===== config.mk =====
export PLATFORM = sky130hd
export DESIGN_NAME = mult_seq_ctrl
export DESIGN_NICKNAME = d
export VERILOG_FILES = /design/src/rtl/mult_seq_ctrl.sv
export SDC_FILE = /design/constraint.sdc
export NUM_CORES = 1
export LEC_CHECK = 0
export CORE_MARGIN = 5
export CORE_UTILIZATION = 50
export DETAILED_ROUTE_END_ITERATION = 7
export GPL_TIMING_DRIVEN = 1
export PLACE_DENSITY = 0.78
export SKIP_CTS_REPAIR_TIMING = 1
export SYNTH_ARGS = -nofsm -noshare
export SYNTH_HDL_FRONTEND = slang
export SYNTH_SLANG_ARGS = --single-unit

===== constraint.sdc =====
create_clock -name clk -period 3.07 [get_ports clk]
set_input_delay 0.614 -clock clk [delete_from_list [all_inputs] [get_ports clk]]
set_output_delay 0.614 -clock clk [all_outputs]
set_load 0.1 [all_outputs]

===== src/rtl/mult_seq_ctrl.sv =====
// Moore FSM sequencing an 8-bit shift-and-add multiplier over a shared tri-state bus.
// Control strobes are decoded from the next state and registered, so they change only on clock edges.
module mult_seq_ctrl #(
  parameter int WIDTH = 8,
  parameter int CNT_W = 4
) (
  input  logic clk,
  input  logic rst_n,
  input  logic start,
  input  logic q_lsb,
  output logic a_s1,
  output logic a_s0,
  output logic a_oe,
  output logic q_s1,
  output logic q_s0,
  output logic q_oe,
  output logic m_ld,
  output logic ext_oe,
  output logic sum_oe,
  output logic cy_clr,
  output logic cy_ld,
  output logic busy,
  output logic done
);

  typedef enum logic [2:0] {
    S_IDLE  = 3'd0,
    S_LOAD  = 3'd1,
    S_TEST  = 3'd2,
    S_ADD   = 3'd3,
    S_SHIFT = 3'd4,
    S_DONE  = 3'd5
  } state_t;

  typedef struct packed {
    logic [1:0] a_mode;
    logic       a_oe;
    logic [1:0] q_mode;
    logic       q_oe;
    logic       m_ld;
    logic       ext_oe;
    logic       sum_oe;
    logic       cy_clr;
    logic       cy_ld;
    logic       busy;
    logic       done;
  } ctrl_t;

  localparam ctrl_t CTRL_IDLE = '{default: 1'b0};

  state_t           state_r, next_state_s;
  logic [CNT_W-1:0] cnt_r;
  ctrl_t            ctrl_next_s, ctrl_r;

  // Moore output decode for a given state; bus enables are mutually exclusive by construction.
  function automatic ctrl_t decode(input state_t s);
    ctrl_t c;
    c = CTRL_IDLE;
    case (s)
      S_IDLE:  c = CTRL_IDLE;
      S_LOAD: begin
        c.busy   = 1'b1;
        c.ext_oe = 1'b1;
        c.q_mode = 2'b10;
        c.m_ld   = 1'b1;
        c.a_mode = 2'b11;
        c.cy_clr = 1'b1;
      end
      S_TEST:  c.busy = 1'b1;
      S_ADD: begin
        c.busy   = 1'b1;
        c.sum_oe = 1'b1;
        c.a_mode = 2'b10;
        c.cy_ld  = 1'b1;
      end
      S_SHIFT: begin
        c.busy   = 1'b1;
        c.a_mode = 2'b01;
        c.q_mode = 2'b01;
        c.cy_clr = 1'b1;
      end
      S_DONE: begin
        c.busy = 1'b1;
        c.done = 1'b1;
      end
      default: c = CTRL_IDLE;
    endcase
    return c;
  endfunction

  // State register
  always_ff @(posedge clk or negedge rst_n) begin
    if (!rst_n) begin
      state_r <= S_IDLE;
    end else begin
      state_r <= next_state_s;
    end
  end

  // Iteration counter: loaded in LOAD, stepped down once per SHIFT
  always_ff @(posedge clk or negedge rst_n) begin
    if (!rst_n) begin
      cnt_r <= {CNT_W{1'b0}};
    end else if (state_r == S_LOAD) begin
      cnt_r <= CNT_W'(WIDTH);
    end else if (state_r == S_SHIFT) begin
      cnt_r <= cnt_r - {{(CNT_W-1){1'b0}}, 1'b1};
    end else begin
      cnt_r <= cnt_r;
    end
  end

  // Next-state logic
  always_comb begin
    next_state_s = state_r;
    case (state_r)
      S_IDLE: begin
        if (start) next_state_s = S_LOAD;
        else       next_state_s = S_IDLE;
      end
      S_LOAD:  next_state_s = S_TEST;
      S_TEST: begin
        if (q_lsb) next_state_s = S_ADD;
        else       next_state_s = S_SHIFT;
      end
      S_ADD:   next_state_s = S_SHIFT;
      S_SHIFT: begin
        if (cnt_r == {{(CNT_W-1){1'b0}}, 1'b1}) next_state_s = S_DONE;
        else                                     next_state_s = S_TEST;
      end
      S_DONE:  next_state_s = S_IDLE;
      default: next_state_s = S_IDLE;
    endcase
  end

  // Output decode from the upcoming state so the registered strobes align with it
  always_comb begin
    ctrl_next_s = decode(next_state_s);
  end

  // Output register
  always_ff @(posedge clk or negedge rst_n) begin
    if (!rst_n) begin
      ctrl_r <= CTRL_IDLE;
    end else begin
      ctrl_r <= ctrl_next_s;
    end
  end

  assign a_s1   = ctrl_r.a_mode[1];
  assign a_s0   = ctrl_r.a_mode[0];
  assign a_oe   = ctrl_r.a_oe;
  assign q_s1   = ctrl_r.q_mode[1];
  assign q_s0   = ctrl_r.q_mode[0];
  assign q_oe   = ctrl_r.q_oe;
  assign m_ld   = ctrl_r.m_ld;
  assign ext_oe = ctrl_r.ext_oe;
  assign sum_oe = ctrl_r.sum_oe;
  assign cy_clr = ctrl_r.cy_clr;
  assign cy_ld  = ctrl_r.cy_ld;
  assign busy   = ctrl_r.busy;
  assign done   = ctrl_r.done;

endmodule


==> reports/results.tsv, run 1 <==
stage	metric	value	unit
outcome	status	finished, final reports clean	
placed_design	number of port buffers	14	
placed_design	post-DP HPWL	998	um
timing	Slew Limit Fails	0	
synthesis	main combinational cell family by area after synthesis	compound AO/OA/AOI/OAI gates	
floorplanning	Core Region	1330	um2
drt	antenna-violating nets left	0	
synthesis	sequential share of the synthesized area	0.484	
floorplanning	Starting Density	0.542	
global_route	first-pass GRT wire length	2260	um
synthesis	Post-Synthesis Cells	71	
floorplanning	die area	2310	um2
placed_design	RePlAce Congestion	0.724	
worst_setup_path	Largest stage delay, worst path	390	ps
timing	final hold vios	0	
synthesis	number of synthesized register bits	14	
finish	Area growth syn-to-layout	12.3	%
worst_setup_path	Worst Reg2Reg Path Length in Cells	5	
worst_setup_path	Worst Setup End Kind	primary output	
worst_setup_path	crit path buf inv count	1	
clock_network	Worst-Skew Late Latency	280	ps
worst_setup_path	Crit Reg-Reg Endpoint	state_r[0]	
finish	layout cells sized above 1	0.250	
drt	detailed-route vias per instance	5.51	
clock_network	Worst-path clk slew	80	ps
timing	min Tclk post-route	1590	ps
timing	final setup TNS	0	ps
drt	total wire length	1350	um
synthesis	Adder-Cell Fraction of Synth Area	0.0346	
drt	Iteration-0 DRC Markers	6	
worst_setup_path	CP startpoint kind	flip-flop	
floorplanning	Die W	48.0	um
worst_setup_path	Crit. path cell count	1	
drt	Pre-antenna DRT Iters	2	
timing	Final Cycle Share	0.517	
floorplanning	Die H	48.0	um
global_route	largest net degree at the start of global routing	15	
finish	final-stage net count	87	
worst_setup_path	slowest CP cell	dfrtp_1	
worst_hold_path	Hold Crit Endpoint	cnt_r[1]	
synthesis	synthesis warning total	0	
clock_network	CTS root buffer	clkbuf_4	
timing	Final setup viols	0	
synthesis	Post-Syn Area	723	um2
worst_setup_path	Crit Path Class	flip-flop to primary output	
worst_setup_path	Data arrival, critical path	970	ps
clock_network	TritonCTS clock tree	yes	
worst_setup_path	R2R setup slack	1510	ps
worst_setup_path	crit path cell chain	buf_4	
worst_setup_path	crit path max fanout	3	
global_route	vias in the first global route	493	
finish	# diodes	0	
worst_setup_path	Worst EP required	2460	ps
worst_hold_path	Hold Path Depth	2	
synthesis	Synth Area in Compound Gates	0.157	
clock_network	# clock sinks	14	
worst_hold_path	Hold Path Class	flip-flop to flip-flop	
drt	vias	523	
synthesis	mux share of post-synthesis cell area	0.0277	
synthesis	Simple-Gate Fraction of Synth Area	0.145	
timing	Slew HR	0.594	
synthesis	Yosys cell types	27	
synthesis	syn avg cell area	10.2	um2
floorplanning	Row Count	13	
timing	Worst Skew	5.37	ps
clock_network	H-Tree Level Count	1	
timing	Slew @ Worst Pin	607	ps
run	maxcap violations	0	
finish	fillers	130	
timing	setup repair after global routing missed its margin	no	
drt	Routed WL per cell	14.3	um
global_route	initial antenna violation count	0	
worst_setup_path	worst r2r src	cnt_r[1]	
global_route	global-route usage over all layers	0.146	
clock_network	clk buf depth	2	
timing	fmax	630	MHz
drt	Residual DRC	0	
global_route	grt ovf	0	
synthesis	XOR/XNOR Fraction of Synth Area	0	
clock_network	TritonCTS Buffers	3	
worst_setup_path	crit-path leading delay family	flip-flops	
floorplanning	I/O Pins	17	
worst_hold_path	min-delay src	cnt_r[1]	
synthesized netlist by cell type:
cell | instances | share of area
inv_1 | 6 | 0.031
nand2b_1 | 1 | 0.0087
dfrtp_1 | 14 | 0.48
nand2_1 | 3 | 0.016
or2_4 | 1 | 0.012
o21ai_0 | 6 | 0.042
nand3_1 | 1 | 0.0069
buf_4 | 6 | 0.062
mux2i_1 | 2 | 0.028
a311oi_2 | 1 | 0.021
nor2b_1 | 2 | 0.017
conb_1 | 1 | 0.0052
a22oi_1 | 1 | 0.010
and3_1 | 1 | 0.0087
a31o_2 | 1 | 0.012
buf_6 | 3 | 0.047
or3b_1 | 1 | 0.012
ha_1 | 2 | 0.035
nor4b_1 | 1 | 0.012
a21o_1 | 1 | 0.010
a21oi_1 | 5 | 0.035
nor3_1 | 4 | 0.028
nor2_1 | 3 | 0.016
a221oi_1 | 1 | 0.012
or2_2 | 1 | 0.0087
clkbuf_1 | 1 | 0.0052
a311o_2 | 1 | 0.016
cell type report:
class,instances,area [um2],share of cell area
clock buffers,4,36.3,0.0447
flip-flops and latches,14,350,0.431
multi-input cells,42,272,0.334
well taps,15,18.8,0.0231
inverters,6,22.5,0.0277
repair buffers,14,113,0.139
how the worst max path moves through the flow:
stage	startpoint	end
after floorplan	ext_oe	m_ld
final	ext_oe	q_s1
after global placement	q_lsb	state_r[1]
after global routing	cnt_r[1]	state_r[0]
after detailed placement	q_lsb	state_r[1]
after CTS	ext_oe	q_s1
registers in the layout, indices dropped and copies added, names as in the netlist:
register	flops
cy_ld	1
ext_oe	1
busy	1
state_r	3
cy_clr	1
done	1
q_s0	1
cnt_r	4
a_s1	1
cell usage in the layout, fill, tap and decap left out, types with 2 or more instances in the layout:
| master | instances |
|---|---|
| dfrtp_1 | 14 |
| buf_4 | 11 |
| inv_1 | 6 |
| o21ai_0 | 6 |
| a21oi_1 | 5 |
| nor3_1 | 4 |
| nand2_1 | 3 |
| nor2_1 | 3 |
| clkbuf_4 | 3 |
| clkdlybuf4s50_1 | 3 |
| mux2i_1 | 2 |
| nor2b_1 | 2 |
| ha_1 | 2 |
| conb_1 | 2 |
metal layers:
| metal | global-route usage | vias up | wire length (um) |
|---|---|---|---|
| met4 | 0.0806 | 0 | 22 |
| met3 | 0.0226 | 2 | 78 |
| met1 | 0.177 | 251 | 570 |
| met2 | 0.245 | 15 | 683 |
| li1 | - | 255 | - |
| met5 | 0 | - | 0 |
metrics by stage:
| step | std cells | hold WS, ps | util | area, um2 | worst slack [ps] |
|---|---|---|---|---|---|
| CTS | 95 | 553 | 0.609 | 812 | 1460 |
| floorplan | 72 | 318 | - | 727 | 1120 |
| global placement | 91 | 520 | 0.582 | 776 | 1430 |
| global route | 95 | 571 | 0.609 | 812 | 1400 |
| detailed placement | 91 | 532 | 0.582 | 776 | 1420 |
| finish | 95 | 547 | 0.609 | 812 | 1480 |
kinds of logic (layout without fill, tap and decap cells):
logic type | count (synthesis) | in the layout
fa+ha+maj | 2 | 2
mux | 2 | 2
compound gates | 17 | 17
simple gates | 19 | 19
other cells | 1 | 2
buf+inv | 16 | 24
flops | 14 | 14
Power of run 1 is left out: the tool's default activity adds up to more than one toggle a clock period on the data nets, which glitch-free logic cannot reach.
==> run 2: changes to the inputs <==
- CORE_UTILIZATION: 50 -> 42
- PLACE_DENSITY: 0.78 -> 0.7
- clock period: 3.07 -> 1.3 ns (I/O delays scaled with it)
==> run 2 against run 1 <==
Effect of this change:
- the flow now finishes with violations (setup timing)
- via count up 10%
- cell count rose by 17%
- clock skew down 3.9 ps
- first-iteration DRC count shrank 50%
- worst hold slack lost 270 ps
- wire length up 24%
- final area up 39%
- flip-flop and latch count did not move
- sequential share of layout area fell by 11 points
- critical endpoint is now state_r[0]
- global-route usage shrank 1.6 points
- register-to-register slack worse by 1700 ps
- highest routed layer unchanged
==> reports/results.tsv, run 2 (synthesis results as in run 1) <==
stage	metric	value	unit	change
timing	slack of the critical path	-206	ps	-1690 ps
floorplanning	Core Region	1690	um2	+27%
drt	Iteration-0 DRC Markers	3		-3
finish	area of the multi-input gates	328	um2	+21%
finish	Top Registers	cnt_r x4, state_r x3		
placed_design	worst slack at placement	-198	ps	-1620 ps
timing	Worst Skew	1.48	ps	-3.90 ps
clock_network	clk buf depth	2		unchanged
clock_network	# clock sinks	14		unchanged
global_route	first-pass GRT wire length	2500	um	+10%
global_route	largest net degree at the start of global routing	15		unchanged
outcome	failing checks	setup timing		
worst_setup_path	CP startpoint kind	flip-flop		
drt	WL met1	698	um	+22%
worst_setup_path	R2R setup slack	-210	ps	-1720 ps
worst_setup_path	crit path max fanout	3		unchanged
clock_network	TritonCTS clock tree	yes		
worst_setup_path	Data arrival, critical path	1710	ps	+740 ps
drt	detailed-route vias per instance	5.20		-5.6%
drt	Pre-antenna DRT Iters	2		unchanged
drt	Residual DRC	0		unchanged
worst_setup_path	Worst Setup End Kind	flip-flop		
floorplanning	Die W	51.5	um	+7.2%
floorplanning	die area	2650	um2	+15%
clock_network	TritonCTS Buffers	3		unchanged
drt	DR WL met3	32	um	-59%
global_route	global-route usage over all layers	0.131		-0.0157
timing	setup repair after global routing missed its margin	yes		
worst_setup_path	Worst EP required	1500	ps	-960 ps
floorplanning	Row Count	15		+2
finish	max reg flops	4		unchanged
drt	Routed WL per cell	15.1	um	+6.1%
clock_network	CTS root buffer	clkbuf_4		
drt	met2 wire len	901	um	+32%
floorplanning	I/O Pins	17		unchanged
floorplanning	Starting Density	0.428		-0.114
clock_network	H-Tree Level Count	1		unchanged
timing	final hold vios	0		unchanged
placed_design	placed cell areas	1010	um2	+30%
timing	Final Cycle Share	1.16		
finish	flip-flop and latch area	357	um2	+1.8%
global_route	grt ovf	0		unchanged
global_route	initial antenna violation count	0		unchanged
finish	fillers	119		-8.5%
worst_setup_path	worst r2r src	cnt_r[1]		
global_route	vias in the first global route	587		+19%
timing	min Tclk post-route	1510	ps	
clock_network	Worst-Skew Late Latency	290	ps	about the same
finish	final-stage net count	101		+16%
finish	Area growth syn-to-layout	55.7	%	
finish	# diodes	0		unchanged
timing	Slew Limit Fails	0		unchanged
drt	antenna-violating nets left	0		unchanged
worst_setup_path	Crit Path Class	flip-flop to flip-flop		
finish	commonest cells after routing, fill and taps aside	13 x buf_4, 11 x dfrtp_1, 11 x buf_12, 5 x a21oi_1, 4 x inv_1		
drt	vias	577		+10%
finish	Top reg by flops	cnt_r		
worst_setup_path	Worst Reg2Reg Path Length in Cells	5		unchanged
finish	layout cells sized above 1	0.500		+0.250
placed_design	post-DP HPWL	1290	um	+29%
drt	total wire length	1680	um	+24%
placed_design	number of port buffers	14		unchanged
worst_setup_path	Crit Reg-Reg Endpoint	state_r[0]		
finish	cell area after layout	1130	um2	+39%
worst_hold_path	Hold Path Class	input pin to async pin		
run	maxcap violations	0		unchanged
timing	fmax	664	MHz	
placed_design	RePlAce Congestion	0.845		+17%
outcome	status	finished with violations		
drt	top sig layer	met4		
finish	commonest non-fill, non-tap cell in the layout	buf_4		
timing	Final setup viols	5		+5
finish	Final Util	0.667		+0.0578
floorplanning	Die H	51.5	um	+7.2%
clock_network	Worst-path clk slew	80	ps	about the same
## run 2: layout make-up
class | instances | share of cell area
Inverter | 6 | 0.0222
Clock buffer | 4 | 0.0322
Tap cell | 17 | 0.0189
Multi-Input combinational cell | 42 | 0.291
Sequential cell | 14 | 0.317
Timing Repair Buffer | 28 | 0.319
## run 2: worst max-delay path, cell delays in order, from the launching register on
cell and delay [ps]:
dfrtp_1 390, inv_2 80, ha_4 110, or3b_4 360, or2_4 250, a311oi_2 220
## run 2: how the worst max path moves through the flow
| stage | depth (start not counted) | slack, ps | to | startpoint |
|---|---|---|---|---|
| after detailed placement | 5 | -200 | state_r[0] | cnt_r[1] |
| after CTS | 5 | -220 | state_r[0] | cnt_r[1] |
| after global placement | 5 | -150 | state_r[0] | cnt_r[1] |
| after global routing | 5 | -240 | state_r[0] | cnt_r[1] |
| after floorplan | 5 | -170 | state_r[0] | cnt_r[1] |
| final | 5 | -210 | state_r[0] | cnt_r[1] |
## run 2: per-stage QoR
step / hold slack (ps) / TNS, ps / instances
6_report: 273 / -591 / 111
5_1_grt: 289 / -884 / 111
4_1_cts: 283 / -576 / 109
3_5_place_dp: 483 / -491 / 105
3_3_place_gp: 482 / -292 / 105
2_1_floorplan: -35.6 / -309 / 72
## run 2: routing by layer
| layer | vias up | track usage |
|---|---|---|
| li1 | 280 | - |
| met1 | 283 | 0.152 |
| met2 | 9 | 0.220 |
| met3 | 5 | 0.0172 |
| met4 | 0 | 0.0917 |
| met5 | - | 0 |
Power of run 2 is left out for the same reason.
==> run 3: changes to the inputs <==
- CTS_CLUSTER_SIZE: not set -> 20
==> results of run 3 <==
Final layout, timing and power as in run 2 (identical DEF).
Power of run 3 is left out for the same reason.
